File: src/rtl/div16_seq.sv
// Multi-cycle 16-bit unsigned restoring divider (DIVU path): one quotient bit
// per clock through a shared add/subtract unit, with start/busy/done handshake.

module addsub16 (
  input  logic [15:0] a,
  input  logic [15:0] b,
  input  logic        sub,
  input  logic        ci,
  output logic [15:0] s,
  output logic        co
);
  logic [15:0] b_eff;

  // Subtract is a + ~b + 1; co then means "no borrow" (a >= b).
  assign b_eff   = sub ? ~b : b;
  assign {co, s} = {1'b0, a} + {1'b0, b_eff} + {16'b0, ci ^ sub};
endmodule

module div16_seq #(
  parameter int WIDTH = 16,
  parameter int CNT_W = 5
) (
  input  logic             clk,
  input  logic             reset,
  input  logic             start,
  input  logic [WIDTH-1:0] dividend,
  input  logic [WIDTH-1:0] divisor,
  output logic             busy,
  output logic             done,
  output logic [WIDTH-1:0] quotient,
  output logic [WIDTH-1:0] remainder,
  output logic             div_zero
);
  typedef enum logic [1:0] {S_IDLE, S_RUN, S_DONE} state_t;

  state_t             state, state_next;
  logic [CNT_W-1:0]   cnt;
  logic [WIDTH-1:0]   r_q, q_q, dvsr;
  logic [WIDTH-1:0]   shifted, diff, r_next, q_next;
  logic               co, ge, accept, last_iter;

  // Trial subtraction of the divisor from the shifted partial remainder.
  assign shifted = {r_q[WIDTH-2:0], q_q[WIDTH-1]};

  addsub16 u_addsub (
    .a   (shifted),
    .b   (dvsr),
    .sub (1'b1),
    .ci  (1'b0),
    .s   (diff),
    .co  (co)
  );

  // A set R[15] means the shifted value exceeds 16 bits, so it beats any divisor.
  assign ge     = r_q[WIDTH-1] | co;
  assign r_next = ge ? diff : shifted;
  assign q_next = {q_q[WIDTH-2:0], ge};

  // State register.
  always_ff @(posedge clk) begin
    // NOTE: sequential state uses non-blocking assignments so every flop
    // samples pre-edge values regardless of statement order.
    if (reset) state <= S_IDLE;
    else       state <= state_next;
  end

  // Next-state logic.
  always_comb begin
    // NOTE: default first so no path leaves state_next unassigned (no latch).
    state_next = state;
    case (state)
      S_IDLE, S_DONE: begin
        if (start)               state_next = (divisor == '0) ? S_DONE : S_RUN;
        else if (state == S_DONE) state_next = S_IDLE;
      end
      S_RUN:   if (last_iter) state_next = S_DONE;
      default: state_next = S_IDLE;
    endcase
  end

  // Handshake decode used by the datapath and output registers.
  always_comb begin
    accept    = start && (state != S_RUN);
    last_iter = (state == S_RUN) && (cnt == CNT_W'(WIDTH - 1));
  end

  // Datapath and registered outputs.
  always_ff @(posedge clk) begin
    if (reset) begin
      cnt       <= '0;
      r_q       <= '0;
      q_q       <= '0;
      dvsr      <= '0;
      busy      <= 1'b0;
      done      <= 1'b0;
      quotient  <= '0;
      remainder <= '0;
      div_zero  <= 1'b0;
    end else begin
      busy <= (state_next == S_RUN);
      done <= (state_next == S_DONE);
      if (accept) begin
        dvsr     <= divisor;
        div_zero <= (divisor == '0);
        if (divisor == '0) begin
          quotient  <= '1;
          remainder <= dividend;
        end else begin
          cnt <= '0;
          r_q <= '0;
          q_q <= dividend;
        end
      end else if (state == S_RUN) begin
        cnt <= cnt + 1'b1;
        r_q <= r_next;
        q_q <= q_next;
        if (last_iter) begin
          quotient  <= q_next;
          remainder <= r_next;
        end
      end
    end
  end
endmodule

File: config.mk
export PLATFORM = sky130hd
export DESIGN_NAME = div16_seq
export DESIGN_NICKNAME = d
export VERILOG_FILES = /design/src/rtl/div16_seq.sv
export SDC_FILE = /design/constraint.sdc
export NUM_CORES = 1
export LEC_CHECK = 0
export BUFFER_PORTS_ARGS = -buffer_cell sky130_fd_sc_hd__buf_2
export CORE_AREA = 4 4 118 120
export DETAILED_ROUTE_END_ITERATION = 10
export DIE_AREA = 0 0 122 124
export PLACE_DENSITY = 0.65
export SYNTH_ARGS = -nofsm -noshare
export SYNTH_HDL_FRONTEND = slang
export SYNTH_SLANG_ARGS = --single-unit
File: constraint.sdc
create_clock -name clk -period 4.22 [get_ports clk]
set_clock_uncertainty 0.05 [all_clocks]
set_input_delay 0.422 -clock clk [delete_from_list [all_inputs] [get_ports clk]]
set_output_delay 0.422 -clock clk [all_outputs]
set_load 0.05 [all_outputs]
After elaboration in Yosys (flattened, before gate mapping)

Cells that the tools add are included.

Bits in registers: 90
Bits in latches: 0
Bits in writable memories: 0
Bits in read-only memories: 0
Logic and storage cells: 55
Memories: 0

$add $sub $neg: 3
$mul: 0
Divide/modulo/power cells: 0
Magnitude comparators: 0
Equal/unequal tests: 8
Shift-type cells: 0
Multiplexer cells: 23
Bitwise gates (word level): 2
Reduce and logical (&&, ||, !) cells: 9

Operators with widths:

| operator                | count |
|---|---|
| $mux W16                | 15 |
| $add A16 B16 Y17        | 1 |
| $add A17 B1 Y17 const B | 1 |
| $logic_not A16 Y1       | 1 |
| $not A16 Y16            | 1 |
| $mux W5                 | 3 |
| $mux W2                 | 4 |
| $add A5 B1 Y5 const B   | 1 |
| $eq A5 B4 Y1 const B    | 1 |
| $eq A2 B1 Y1 const B    | 2 |
| $eq A2 B2 Y1 const B    | 2 |
| $ne A2 B1 Y1 const B    | 2 |
| $pmux W2 S2             | 1 |
| $reduce_bool A2 Y1      | 2 |
| $reduce_and A3 Y1       | 1 |
| $logic_and A1 B1 Y1     | 2 |
| $logic_not A2 Y1        | 1 |
| $ne A2 B2 Y1 const B    | 1 |
| $reduce_and A2 Y1       | 1 |
| $reduce_or A2 Y1        | 1 |
| $or A1 B1 Y1            | 1 |

Depth between registers and ports, before layout

Word-level depth: 8
Mapped depth: 11

By module

A second synthesis with hierarchy kept.

Cell total of the unflattened synthesis: 549
Area, all modules: 4809.6 um^2

Modules (own cells, without submodules):

| module    | times used | cells an instance | area an instance (um^2) | seq. area each (um^2) |
|---|---|---|---|---|
| div16_seq | 1          | 418               | 3826.2                  | 1801.7 |
| addsub16  | 1          | 131               | 983.4                   | 0.0 |

Least setup slack after synthesis

OpenSTA, ideal clock, no wires.

Path kind: flip-flop to flip-flop
Start: register q_q[15]
End: register r_q[13]
Setup time: 0.079 ns
Arrival: 2.268 ns
Required time: 4.091 ns
Setup slack: 1.822 ns
Stages on the path, launching flop included: 10
Buffers on the path: 0
Period minus slack after synthesis: 2.398 ns
Cell sequence: dfxtp_1 -> inv_1 -> ha_1 -> fa_1 -> nand2b_1 -> a21o_1 -> a21oi_2 -> a41oi_2 -> o32a_1 -> a211oi_2

Cells in the longest elaborated chain, start to end: 6

RTL lines:

| element                | line | text |
|---|---|---|
| from (decl)            | 38   | `logic [WIDTH-1:0] r_q, q_q, dvsr;` |
| from (signal assigned) | 111  | `q_q <= dividend;` |
| from (signal assigned) | 116  | `q_q <= q_next;` |
| $add A16 B16 Y17 (*)   | 16   | `assign {co, s} = {1'b0, a} + {1'b0, b_eff} + {16'b0, ci ^ sub};` |
| $add A17 B1 Y17 (*)    | 16   |  |
| $or A1 B1 Y1           | 55   | `assign ge = r_q[WIDTH-1] \| co;` |
| $mux W16 (*)           | 56   | `assign r_next = ge ? diff : shifted;` |
| $mux W16 (*)           | 113  | `end else if (state == S_RUN) begin` |
| $mux W16 (*)           | 102  | `if (accept) begin` |
| to (signal assigned)   | 115  | `r_q <= r_next;` |
| to (decl)              | 38   |  |

Mark *: on every way between the ends. The rest lies on a longest branch, timed or not. The select of a mux whose other input is x is not followed.
A chain may end at the register's enable or synchronous reset.

Worst setup path after layout

Same ends and word-level chain as after synthesis.

==> flow_metrics.env <==
export IMPL_status="completed"
export IMPL_postSynthAreaPerCell_sq_um=7.974
export IMPL_synthCells=560
export IMPL_synth_top_area_cell="dfxtp_1"
export IMPL_synth_area_sq_um=4466
export IMPL_ctsRootBufferMaster="clkbuf_16"
export IMPL_multi_input_comb_area_sq_um=2437
export IMPL_final_cells=792
export IMPL_clock_sinks=90
export IMPL_drv_slew=0
export IMPL_max_clock_path_buffers=2
export IMPL_ir_drop_uv=239.6
export IMPL_chipWidth_um=122
export IMPL_drtIter0Drc=243
export IMPL_finalCritPeriodShare_pct=65.44
export IMPL_rsz0062_at_grt="false"
export IMPL_netlist_top_cells_count="nor2_1 (99), dfxtp_1 (90), nand2_1 (83), a21oi_1 (43), a311oi_1 (29)"
export IMPL_drt_vias_per_instance=5.202
export IMPL_seq_area_frac_synth_pct=40.35
export IMPL_clk_pin_slew_worst_paths_ns=0.07
export IMPL_fin_crit_ns=2.762
export IMPL_crit_fanout=5
export IMPL_area_growth_pct=16.92
export IMPL_numCtsBuffers=9
export IMPL_ys_warn_count=0
export IMPL_powerDensity_nw_per_um2=531.0
export IMPL_timing_fmax_mhz=362.1
export IMPL_syn_nets=614
export IMPL_die_h_um=124
export IMPL_wirelength_um=11900
export IMPL_io_pins=70
export IMPL_yosysUniqueCellTypes=54
export IMPL_maxCapViolations=0
export IMPL_ys_ff_latch=90
export IMPL_nFillCells=1349
export IMPL_grt_max_degree=66
export IMPL_async_flop_share_pct=0
export IMPL_vias=4120
export IMPL_grt_usage_pct=15.86
export IMPL_seqCellArea_sq_um=1802
export IMPL_cp_required_ns=4.43
export IMPL_io_buffer_count=69
export IMPL_start_util_pct=34.40
export IMPL_ant_nets=0
export IMPL_rows=42
export IMPL_crit_path_end_kind="flip-flop"
export IMPL_worst_hold_path_type="input pin to flip-flop"
export IMPL_die_area_sq_um=15130
export IMPL_yosysMostFrequentCell="nor2_1"
export IMPL_leakage_uw=0.002172
export IMPL_n_antenna_cell=0
export IMPL_cts_hold_buf=0
export IMPL_relSlewSlack_pct=40.32
export IMPL_tns_ns=0
export IMPL_dpl_hpwl_um=8940
export IMPL_grt_pass1_wl_um=19210
export IMPL_overflow=0
export IMPL_r2r_slack_ns=1.46
export IMPL_critPathKind="flip-flop to flip-flop"
export IMPL_cts_resized=0
export IMPL_setup_violations=0
export IMPL_synth_edf_count=0
export IMPL_post_cts_buffers=0
export IMPL_cts_tree="built"
export IMPL_first_pass_iters=5
export IMPL_drive_gt1_share_pct=17.05
export IMPL_nNetsFinal=665
export IMPL_arrival_ns=2.97
export IMPL_report_final_hold_viol_count=0
export IMPL_gp_congestion=0.8867
export IMPL_drc_errors=0
export IMPL_core_area_sq_um=12980
export IMPL_antenna_found_initial=0
export IMPL_synth_area_top_cells="dfxtp_1 (40%), nor2_1 (8.3%), nand2_1 (7.0%), a311oi_1 (5.7%), ha_1 (5.0%)"
export IMPL_cts_max_level=3
export IMPL_cp_start_kind="flip-flop"
export IMPL_place_inst=776
export IMPL_grt_pass1_vias=3857
export IMPL_tightest_slew_ns=0.8952
export IMPL_clk_latency_ns=0.34
export IMPL_wl_per_cell_um=15.02
export IMPL_yosysTopAreaCellShare_pct=40.35
export IMPL_synth_main_ff_cell="dfxtp_1"
[where the power goes]
part / switching [uW] / total, uW / leakage (uW) / internal [uW]
sequential: 64.1 / 977 / 0.000735 / 913
combinational: 620 / 1000 / 0.00130 / 384
clock: 376 / 792 / 0.000142 / 416
total: 1060 / 2770 / 0.00217 / 1710
[flip-flops by register name, indices dropped and copies added (netlist names)]
register,cells
quotient,16
r_q,16
busy,1
done,1
cnt,5
dvsr,16
remainder,16
div_zero,1
state,2
q_q,16
[worst max-delay path: stages, from the launching register on]
cell and delay [ns]:
dfxtp_1 0.37, inv_1 0.07, ha_1 0.22, fa_1 0.39, nand2b_1 0.19, a21o_1 0.22
a21oi_2 0.22, a41oi_2 0.26, o32a_1 0.45, a211oi_2 0.24
[final cells by class]
class / count / share of cell area, %
multi-input combinational: 414 / 46.68
inverter: 21 / 1.510
timing repair buffer: 75 / 7.477
sequential: 90 / 34.51
tap: 176 / 4.218
clock buffer: 9 / 4.313
clock inverter: 7 / 1.294
[stage by stage]
stage          setup WS (ns)  hold slack, ns  instance area, sq um  total power, uW  utilization (%)
6_report               1.458          0.2760                  5221             2773            40.23
3_3_place_gp           1.563          0.3966                  4928             1969            37.97
2_1_floorplan          1.822          0.3863                  4466             1764                -
3_5_place_dp           1.510          0.3978                  4928             1978            37.97
5_1_grt                1.294          0.2777                  5221             2929            40.23
4_1_cts                1.461          0.2650                  5221             2780            40.23
[per-layer routing]
metal  wire length, um  up-vias  global-route usage, %
li1                  -     2093                      -
met1              5852     1872                  22.49
met2              5168      144                  25.07
met3               744       11                  2.498
met4               133        0                  4.412
met5                 0        -                      0
[cells by family after synthesis]
logic type | count (synthesis) | share of synthesized area [%]
buffers and inverters | 56 | 5.127
xor gates and xnor gates | 9 | 1.765
DFF | 90 | 40.35
and+or+nand+nor | 232 | 22.42
AOI/OAI and AO/OA | 153 | 24.63
muxes | 1 | 0.2242
adders and majority gates | 19 | 5.492
[final timing paths]
check,from,endpoint,cells after the start
hold / removal,divisor[3],dvsr[3]$_SDFFE_PP0P_,3
hold reg to reg,dvsr[15]$_SDFFE_PP0P_,dvsr[15]$_SDFFE_PP0P_,2
setup reg to reg,q_q[15]$_SDFFE_PP0P_,r_q[13]$_SDFFE_PP0P_,9
setup / recovery,q_q[15]$_SDFFE_PP0P_,r_q[13]$_SDFFE_PP0P_,9
[cells in the final DEF (no fill, tap or decap), types with 9 or more instances in the layout]
cell	n
buf_2	69
ha_1	18
a21oi_1	43
clkbuf_16	9
nor3_1	19
a311oi_1	29
o21ai_0	10
dfxtp_1	90
inv_1	21
nand2_1	82
nor2_1	99
a211oi_1	12
Note: power is estimated with default switching activity, not from simulation.
